[src/rtl/uart_reg_loader.sv]
// UART receiver that turns each accepted byte into a 3-bit address / 5-bit data register write.
// Optional even-parity bit after data bit 7 is enabled by defining UART_PARITY_EN.
module uart_reg_loader #(
   parameter int CLKS_PER_BIT = 434
) (
   input  logic       clk,
   input  logic       rst_n,
   input  logic       rx,
   output logic       write_strobe,
   output logic [2:0] address,
   output logic [4:0] data,
   output logic       frame_error,
   output logic       busy
);

   localparam logic [11:0] HALF_C = 12'(CLKS_PER_BIT / 2);
   localparam logic [11:0] FULL_C = 12'(CLKS_PER_BIT - 1);

`ifdef UART_PARITY_EN
   typedef enum logic [2:0] {IDLE, START, DATA, PARITY, STOP, WAIT_HIGH} state_t;
`else
   typedef enum logic [2:0] {IDLE, START, DATA, STOP, WAIT_HIGH} state_t;
`endif

   state_t      state_q, state_d;
   logic        rx_meta_q, rx_s_q;
   logic [11:0] timer_q, timer_d;
   logic [7:0]  shift_q, shift_d;
   logic [2:0]  bitcnt_q, bitcnt_d;
   logic [2:0]  addr_q, addr_d;
   logic [4:0]  data_q, data_d;
   logic        strobe_q, strobe_d;
   logic        ferr_q, ferr_d;

   always_ff @(posedge clk) begin
      if (!rst_n) begin
         rx_meta_q <= 1'b1;
         rx_s_q    <= 1'b1;
         state_q   <= IDLE;
         timer_q   <= '0;
         shift_q   <= '0;
         bitcnt_q  <= '0;
         addr_q    <= '0;
         data_q    <= '0;
         strobe_q  <= 1'b0;
         ferr_q    <= 1'b0;
      end else begin
         rx_meta_q <= rx;
         rx_s_q    <= rx_meta_q;
         state_q   <= state_d;
         timer_q   <= timer_d;
         shift_q   <= shift_d;
         bitcnt_q  <= bitcnt_d;
         addr_q    <= addr_d;
         data_q    <= data_d;
         strobe_q  <= strobe_d;
         ferr_q    <= ferr_d;
      end
   end

   always_comb begin
      state_d  = state_q;
      timer_d  = timer_q;
      shift_d  = shift_q;
      bitcnt_d = bitcnt_q;
      addr_d   = addr_q;
      data_d   = data_q;
      strobe_d = 1'b0;
      ferr_d   = 1'b0;
      case (state_q)
         IDLE: begin
            timer_d  = '0;
            bitcnt_d = '0;
            if (!rx_s_q) state_d = START;
         end
         START: begin
            // Re-check the line half a bit later so short glitches are dropped.
            if (timer_q == HALF_C) begin
               timer_d = '0;
               state_d = rx_s_q ? IDLE : DATA;
            end else begin
               timer_d = timer_q + 12'd1;
            end
         end
         DATA: begin
            if (timer_q == FULL_C) begin
               timer_d  = '0;
               shift_d  = {rx_s_q, shift_q[7:1]};
               bitcnt_d = bitcnt_q + 3'd1;
               if (bitcnt_q == 3'd7) begin
`ifdef UART_PARITY_EN
                  state_d = PARITY;
`else
                  state_d = STOP;
`endif
               end
            end else begin
               timer_d = timer_q + 12'd1;
            end
         end
`ifdef UART_PARITY_EN
         PARITY: begin
            if (timer_q == FULL_C) begin
               timer_d = '0;
               if (rx_s_q != ^shift_q) begin
                  ferr_d  = 1'b1;
                  state_d = WAIT_HIGH;
               end else begin
                  state_d = STOP;
               end
            end else begin
               timer_d = timer_q + 12'd1;
            end
         end
`endif
         STOP: begin
            if (timer_q == FULL_C) begin
               timer_d = '0;
               if (rx_s_q) begin
                  strobe_d = 1'b1;
                  addr_d   = shift_q[2:0];
                  data_d   = shift_q[7:3];
                  state_d  = IDLE;
               end else begin
                  ferr_d  = 1'b1;
                  state_d = WAIT_HIGH;
               end
            end else begin
               timer_d = timer_q + 12'd1;
            end
         end
         WAIT_HIGH: begin
            if (rx_s_q) state_d = IDLE;
         end
         default: state_d = IDLE;
      endcase
   end

   assign write_strobe = strobe_q;
   assign frame_error  = ferr_q;
   assign address      = addr_q;
   assign data         = data_q;
   assign busy         = (state_q != IDLE);

endmodule

[config.mk]
export PLATFORM = sky130hd
export DESIGN_NAME = uart_reg_loader
export DESIGN_NICKNAME = d
export VERILOG_FILES = /design/src/rtl/uart_reg_loader.sv
export SDC_FILE = /design/constraint.sdc
export NUM_CORES = 1
export LEC_CHECK = 0
export CORE_MARGIN = 3
export CORE_UTILIZATION = 35
export DETAILED_ROUTE_END_ITERATION = 6
export GPL_TIMING_DRIVEN = 1
export PLACE_DENSITY = 0.59
export SYNTH_ARGS = -nofsm -noshare
export SYNTH_HDL_FRONTEND = slang
export SYNTH_SLANG_ARGS = --single-unit
[constraint.sdc]
create_clock -name clk -period 2.8 [get_ports clk]
set_input_delay 0.28 -clock clk [delete_from_list [all_inputs] [get_ports clk]]
set_output_delay 0.28 -clock clk [all_outputs]
set_load 0.05 [all_outputs]
; ---- After elaboration in Yosys (flattened, before gate mapping)
; Cells that the tools add are included.
[word_totals]
regBits = 38
in_bits = 3
out_inout_bits = 11
word_cells = 51
[op_classes]
add_sub_neg = 2
eq_ne = 13
n_mux = 16
n_reduce_logical = 10
[op_table]
columns = cell, n
row1 = 12-bit case mux with 3 select lines, 1
row2 = 12-bit two-way mux, 2
row3 = 3-bit two-way mux, 8
row4 = 3-bit case mux with 5 select lines, 1
row5 = "12-bit by 1-bit adder with 12-bit output, second input constant", 1
row6 = "12-bit by 8-bit == test with 1-bit output, second input constant", 1
row7 = "12-bit by 9-bit == test with 1-bit output, second input constant", 1
row8 = "2-bit != test, second input constant", 6
row9 = "3-bit by 2-bit == test with 1-bit output, second input constant", 2
row10 = "3-bit == test, second input constant", 2
row11 = 3-bit case mux with 2 select lines, 1
row12 = 3-bit AND reduction, 2
row13 = 6-bit AND reduction, 1
row14 = 3-bit nonzero test, 2
row15 = 2-bit AND reduction, 2
row16 = "3-bit by 1-bit adder with 3-bit output, second input constant", 1
row17 = "3-bit by 1-bit == test with 1-bit output, second input constant", 1
row18 = 3-bit zero test, 1
row19 = 1-bit two-way mux, 2
row20 = 2-bit two-way mux, 1
row21 = 2-bit nonzero test, 1
row22 = 2-bit OR reduction, 1

; ---- Depth between registers and ports, before layout
; Gate-level depths: netlist of the first run.
[logic_depth]
word_depth = 4
depth_mapped = 9

; ---- Least setup slack after synthesis of the first run
; Ideal clock, no wire load.
[synth_timing]
kind = register to register
from = reg timer_q[0]
to = reg shift_q[6]
setup_time_ns = 0.128
t_arrival_ns = 2.273
required_ns = 2.672
setup_slack_ns = 0.400
stages_incl_launch_ff = 9
path_buffers = 2
synth_period_minus_slack_ns = 2.400
cell_sequence = dfxtp_1 ha_1 or4b_4 or4_1 clkbuf_2 or3_1 buf_6 mux2i_1 nor2_1
[synth_via]
elab_chain_len = 2
[synth_rtl]
columns = item, line
row1 = start: declaration, 27  ; logic [11:0] timer_q, timer_d;
row2 = start signal: assignment, 51  ; timer_q <= timer_d;
row3 = 12-bit by 9-bit == test with 1-bit output, 86  ; if (timer_q == FULL_C) begin
row4 = 2-bit AND reduction (no source line), n/a
row5 = end signal: assignment, 52  ; shift_q <= shift_d;
row6 = end: declaration, 28  ; logic [7:0] shift_q, shift_d;
; No other way between the ends.
; A chain may end at the register's enable or synchronous reset.

; ---- Final worst setup path of the first run
[layout_timing]
from = reg timer_q[0]
to = reg shift_q[3]
; Same word-level chain as after synthesis.

==> impl_results.md, run 1 <==
* CTS HTree Levels at 2
* FF/Latch Area at 760.7 µm²
* CTS Buffer Depth at 2
* Core box area at 4534 µm²
* Syn_nets at 203
* Adder-Cell Fraction of Synth Area at 2.937%
* Top cells by area, synth: dfxtp_1 45%, mux2i_1 10%, nor2_1 7.7%
* Layout area overhead at 16.74%
* Post-CTS Resized at 0
* GPL Wtd Cong at 0.7649
* Max-Cap Viols at 0
* Clock period minus worst slack at 2.502 ns
* Max-slew violation count at 0
* Multi-input gate area at 858.3 µm²
* First-pass GRT wire length at 5423 µm
* DRC viols at 0
* Actual slew at the worst max-slew pin at 0.6159 ns
* Leak at 0.7460 nW
* Drt total wl at 3373 µm
* Slew margin rel. at 58.88%
* Cells after DPL at 268
* Status: finished clean
* CTS Buf Count at 5
* Met1 Use GR at 17.87%
* Post-synthesis sequential area ratio at 44.64%
* WP data arrival at 2.67 ns
* Total grt overflow at 0
* Commonest non-fill, non-tap cell in the layout: dfxtp_1
* Layout cells sized above 1 at 6.635%
* Pre-antenna DRT Iters at 4
* Final worst-path cycle share at 89.35%
* Ant. Diodes at 0
* Finished Core Util at 43.87%
* Clock Root Buffer: clkbuf_8
* Post-synth top area cell: dfxtp_1
* Drt wl/cell at 12.22 µm
* Yosys Warn Count at 0
* Final setup viols at 0
* Largest net degree at the start of global routing at 23
* Total global-route track usage at 12.50%
* IO Port Bufs at 13
* Achievable Freq at 399.7 MHz
* Number of global-route vias before repair at 1169
* Row cnt at 24
* Largest family of logic cells by synthesized area: simple AND/OR/NAND/NOR gates
* Vias at 1374
* # clock sinks at 38
* Simple-gate area share of the yosys netlist at 25.11%
* Most frequent cells in the layout: 38 x dfxtp_1, 35 x nor2_1, 17 x mux2i_1, 15 x nand2_1, 13 x clkdlybuf4s50_1
* Post-CTS Hold Fix Bufs at 0
* Detail Route Antenna Nets at 0
* Class of the worst hold path: flip-flop to flip-flop
* Final hold violations at 0
* Most Crowded Layer GR: met1
* Die width at 75.78 µm
* Met2 Resource Use GR at 17.21%
* Mux share of post-synthesis cell area at 9.985%
* Die area at 5742 µm²
* Library cells used by synthesis at 36
* Crit end category: flip-flop
* Clk_lat worst skew at 0.29 ns
* Setup Skew at 0.009212 ns
* Mapped Cells at 196
* Detailed placement HPWL at 2349 µm
* Initial drt markers at 125
* XOR/XNOR share of the synthesized area at 3.598%
* Maximum vdd drop at 264.0 µV
* DR vias/cell at 4.978
* I/O pins at 14
* DIE HEIGHT at 75.78 µm
* Startpoint types: flip-flop
* CP max FO at 8
* Clock transition at path regs at 0.07 ns
* CTS tree: built
* Initial core utilization at 37.58%
* Mapped cell area at 1704 µm²
* Complex-gate fraction of the synthesized area at 8.737%
* Initial antenna violation count at 0
* Filler cells at 472
* RSZ-0062 raised after global routing: false
* Type of the worst setup path: flip-flop to flip-flop
* Post-synth top area share at 44.64%
* GR Util met3 at 3.562%
* Setup bufs post-CTS at 0
* Fin Setup TNS at 0 ns
* Final non-filler cell total at 276
* Pwr dens at 482.7 nW/µm²
* Worst EP required at 2.97 ns
* #FFs+latches synth at 38
* Average size of a mapped cell at 8.695 µm²
* Final nets at 217
area by class of cell:
cell class | count | share of cell area, %
multi-input combinational | 139 | 43.14
clock inverter | 1 | 0.2516
inverter | 8 | 1.509
timing repair buffer | 18 | 8.428
clock buffer | 7 | 4.340
sequential | 38 | 38.24
tap | 65 | 4.088
routing by layer:
metal,share of wire (%),wire length (µm)
met3,4.2,141
met5,0,0
met2,43,1451
met4,1.6,53
met1,51,1726
logic make-up (layout without fill, tap and decap cells):
family	after synthesis	in the layout
adder cells (fa/ha/maj)	4	4
flip-flops	38	38
XOR/XNOR	7	7
AND/OR/NAND/NOR	87	87
AO/OA/AOI/OAI	24	24
buffers and inverters	19	34
multiplexers	17	17
synthesized netlist by cell type (all sizes together):
library cell and count:
or2 1, nand3 7, ha 4, a22oi 1, mux2i 17, a311oi 2, or4 1, dfxtp 38
and3 1, and2 1, inv 8, nand2 15, or3 3, a2111oi 1, xnor2 3, nand4 3
xor2 4, or4b 1, o21a 1, a211oi 2, nor2 35, o31ai 1, o41ai 1, or4bb 2
o21ai 6, nand4b 2, a31oi 1, a21oi 8, nor3 5, buf 3, clkbuf 8, nor4 7
nand2b 3
worst max-delay path, cell delays in order, from the launching register on:
cell     delay, ns
dfxtp_1       0.39
ha_1          0.16
or4b_4        0.49
or4_1         0.55
or3_1         0.53
mux2i_1       0.22
nor2_1        0.06
state kept, by name, summed over array words and instances (netlist names):
register,flops
write_strobe,1
data,5
rx_s_q,1
state_q,3
rx_meta_q,1
address,3
frame_error,1
timer_q,12
shift_q,8
bitcnt_q,3
worst paths after layout:
| kind | start | end | slack, ns | cells past startpoint |
|---|---|---|---|---|
| setup / recovery | timer_q[0] | shift_q[3] | 0.30 | 6 |
| hold reg to reg | rx_meta_q | rx_s_q | 0.41 | 1 |
| setup reg to reg | timer_q[0] | shift_q[3] | 0.30 | 6 |
| hold / removal | rx_meta_q | rx_s_q | 0.41 | 1 |
power breakdown:
part	total, W	internal, W	leakage (nW)	switching [W]
combinational	0.0000317	0.0000129	0.391	0.0000188
clock	0.000382	0.000199	0.0482	0.000184
sequential	0.000546	0.000543	0.307	0.00000371
per-stage QoR:
stage	area [µm²]	setup WS (ns)	hold WS (ns)	power, W
3_5_place_dp	1898	0.2889	0.3976	0.0005907
5_1_grt	1989	0.1402	0.4215	0.0009986
4_1_cts	1989	0.2793	0.4155	0.0009764
3_3_place_gp	1898	0.3572	0.3869	0.0005908
2_1_floorplan	1704	0.3996	0.3815	0.0005805
6_report	1989	0.2981	0.4093	0.0009603
Note: power is estimated with default switching activity, not from simulation.
==> run 2: changes to the inputs <==
--- a/config.mk
+++ b/config.mk
@@ -12,2 +12,3 @@
 export PLACE_DENSITY = 0.59
+export REMOVE_ABC_BUFFERS = 1
 export SYNTH_ARGS = -nofsm -noshare
==> constraint.sdc (replaced) <==
create_clock -name clk -period 2.8 [get_ports clk]
set_input_delay 0.84 -clock clk [delete_from_list [all_inputs] [get_ports clk]]
set_output_delay 0.84 -clock clk [all_outputs]
set_load 0.05 [all_outputs]
==> run 2 against run 1 <==
- wire length down 3.8%
- global-route usage about the same
- setup slack worse by 0.059 ns
- critical path type is now flip-flop to output port
- highest routed layer unchanged
==> impl_results.md, run 2 (synthesis gave the netlist of run 1 again) <==
* Final nets at 219 (+0.92%)
* Slew margin rel. at 44.48% (-14 points)
* Layout cells sized above 1 at 7.981% (+1.3 points)
* Leak at 0.7795 nW (+4.5%)
* Startpoint types: flip-flop
* WHS Path Cells at 1 (unchanged)
* Initial antenna violation count at 0 (unchanged)
* Clock Root Buffer: clkbuf_8
* Ant. Diodes at 0 (unchanged)
* CP max FO at 9 (+1)
* CTS Buf Count at 5 (unchanged)
* Worst Hold Slack at 0.4201 ns (+0.01082 ns)
* Number of global-route vias before repair at 1202 (+2.8%)
* Maximum vdd drop at 243.3 µV (-7.8%)
* DRC viols at 0 (unchanged)
* Max-slew violation count at 0 (unchanged)
* Setup Skew at 0.004361 ns (-0.004851 ns)
* Hold worst-path end: rx_s_q
* Drt wl/cell at 11.67 µm (-4.5%)
* DR vias/cell at 4.863 (-2.3%)
* RSZ-0062 raised after global routing: false
* CTS tree: built
* Pre-antenna DRT Iters at 4 (unchanged)
* Most frequent cells in the layout: 38 x dfxtp_1, 35 x nor2_1, 17 x mux2i_1, 15 x nand2_1, 13 x clkdlybuf4s50_1
* Critical path buffers and inverters at 1 (+1)
* DIE HEIGHT at 75.78 µm (unchanged)
* R2r endpoint: shift_q[3]
* Initial core utilization at 37.58% (unchanged)
* Post-CTS Hold Fix Bufs at 0 (unchanged)
* Core box area at 4534 µm² (unchanged)
* Type of the worst setup path: flip-flop to output port
* IO Port Bufs at 13 (unchanged)
* Vias at 1352 (-1.6%)
* GPL Wtd Cong at 0.8111 (+6.0%)
* CTS HTree Levels at 2 (unchanged)
* Filler cells at 457 (-3.2%)
* Initial drt markers at 149 (+19%)
* Fin Setup TNS at 0 ns (unchanged)
* Max-Cap Viols at 0 (unchanged)
* Pwr dens at 560.0 nW/µm² (+16%)
* Die area at 5742 µm² (unchanged)
* Post-CTS Resized at 0 (unchanged)
* Class of the worst hold path: flip-flop to flip-flop
* # clock sinks at 38 (unchanged)
* Total global-route track usage at 12.50% (about the same)
* Commonest non-fill, non-tap cell in the layout: dfxtp_1
* Drt total wl at 3244 µm (-3.8%)
* Die width at 75.78 µm (unchanged)
* Clk_lat worst skew at 0.29 ns (about the same)
* Worst R2R Start: timer_q[0]
* Max reg flops at 12 (unchanged)
* Crit end category: output port
* Achievable Freq at 390.4 MHz (-2.3%)
* Detailed placement HPWL at 2272 µm (-3.3%)
* Final non-filler cell total at 278 (+0.72%)
* Row cnt at 24 (unchanged)
* Setup bufs post-CTS at 0 (unchanged)
* WP data arrival at 1.72 ns (-0.95 ns)
* Detail Route Antenna Nets at 0 (unchanged)
* Status: finished clean
* Final worst-path cycle share at 91.47% (+2.1 points)
* Worst r2r path cells at 6 (unchanged)
* CTS Buffer Depth at 2 (unchanged)
* Most flops, register: timer_q
* First-pass GRT wire length at 5451 µm (+0.52%)
* Flop2flop setup slack at 0.27 ns (-0.03 ns)
* Total grt overflow at 0 (unchanged)
* Layout area overhead at 20.63%
* Actual slew at the worst max-slew pin at 0.8278 ns (+0.2119 ns)
* Hold path startpoint: rx_meta_q
* Max incr delay on CP at 0.79 ns (+0.24 ns)
* Largest net degree at the start of global routing at 23 (unchanged)
* Clock transition at path regs at 0.08 ns (about the same)
* I/O pins at 14 (unchanged)
* Final hold violations at 0 (unchanged)
* Final setup viols at 0 (unchanged)
* Worst EP required at 1.96 ns (-1.01 ns)
* Worst-path cell chain: or3_1, clkdlybuf4s50_1
* Cells after DPL at 270 (+0.75%)
* Crit-path slowest cell: clkdlybuf4s50_1
* CP top delay family: buffers and inverters
* Clock period minus worst slack at 2.561 ns (+0.05934 ns)
run 2: through the flow:
step / instance area [µm²] / utilization, % / total power [W] / setup WS, ns
2_1_floorplan: 1649 / - / 0.0005766 / 0.3249
3_3_place_gp: 1913 / 42.19 / 0.0005913 / 0.2895
6_report: 2056 / 45.34 / 0.001151 / 0.2387
3_5_place_dp: 1913 / 42.19 / 0.0005909 / 0.2686
4_1_cts: 2056 / 45.34 / 0.001167 / 0.2318
5_1_grt: 2056 / 45.34 / 0.001188 / 0.08551
run 2: power by group:
group / switching (W) / internal [W] / total [W] / leakage, nW
registers: 0.00000380 / 0.000543 / 0.000546 / 0.307
logic: 0.0000189 / 0.0000132 / 0.0000321 / 0.402
clock network: 0.000193 / 0.000380 / 0.000573 / 0.0714
run 2: layout make-up:
class                   count  area (µm²)  area share [%]
well taps                  65       81.33           3.956
inverters                   8       30.03           1.461
flip-flops and latches     38       760.7           37.01
clock buffers               6       82.58           4.017
multi-input cells         139       858.3           41.75
repair buffers             20       182.7           8.886
clock inverters             2       60.06           2.921
run 2: worst max path at each step:
stage	start	to	slack [ns]	depth (start not counted)
after floorplan	timer_q[0]	shift_q[0]	0.32	6
after global placement	timer_q[0]	shift_q[3]	0.29	6
after detailed placement	timer_q[0]	shift_q[3]	0.27	6
after CTS	state_q[0]	busy	0.23	2
after global routing	timer_q[0]	shift_q[6]	0.09	6
final	state_q[0]	busy	0.24	2
run 2: worst reg2reg max path, stage by stage (launching register included):
cell     delay, ns
dfxtp_1       0.41
ha_1          0.16
or4b_4        0.49
or4_1         0.55
or3_1         0.54
mux2i_1       0.23
nor2_1        0.05
run 2: routing by layer:
metal,up-vias,track usage (%),routed length (µm)
met2,22,16.83,1362
met3,7,3.166,106
met4,0,5.243,58
li1,712,-,-
met1,611,18.64,1717
met5,-,0,0
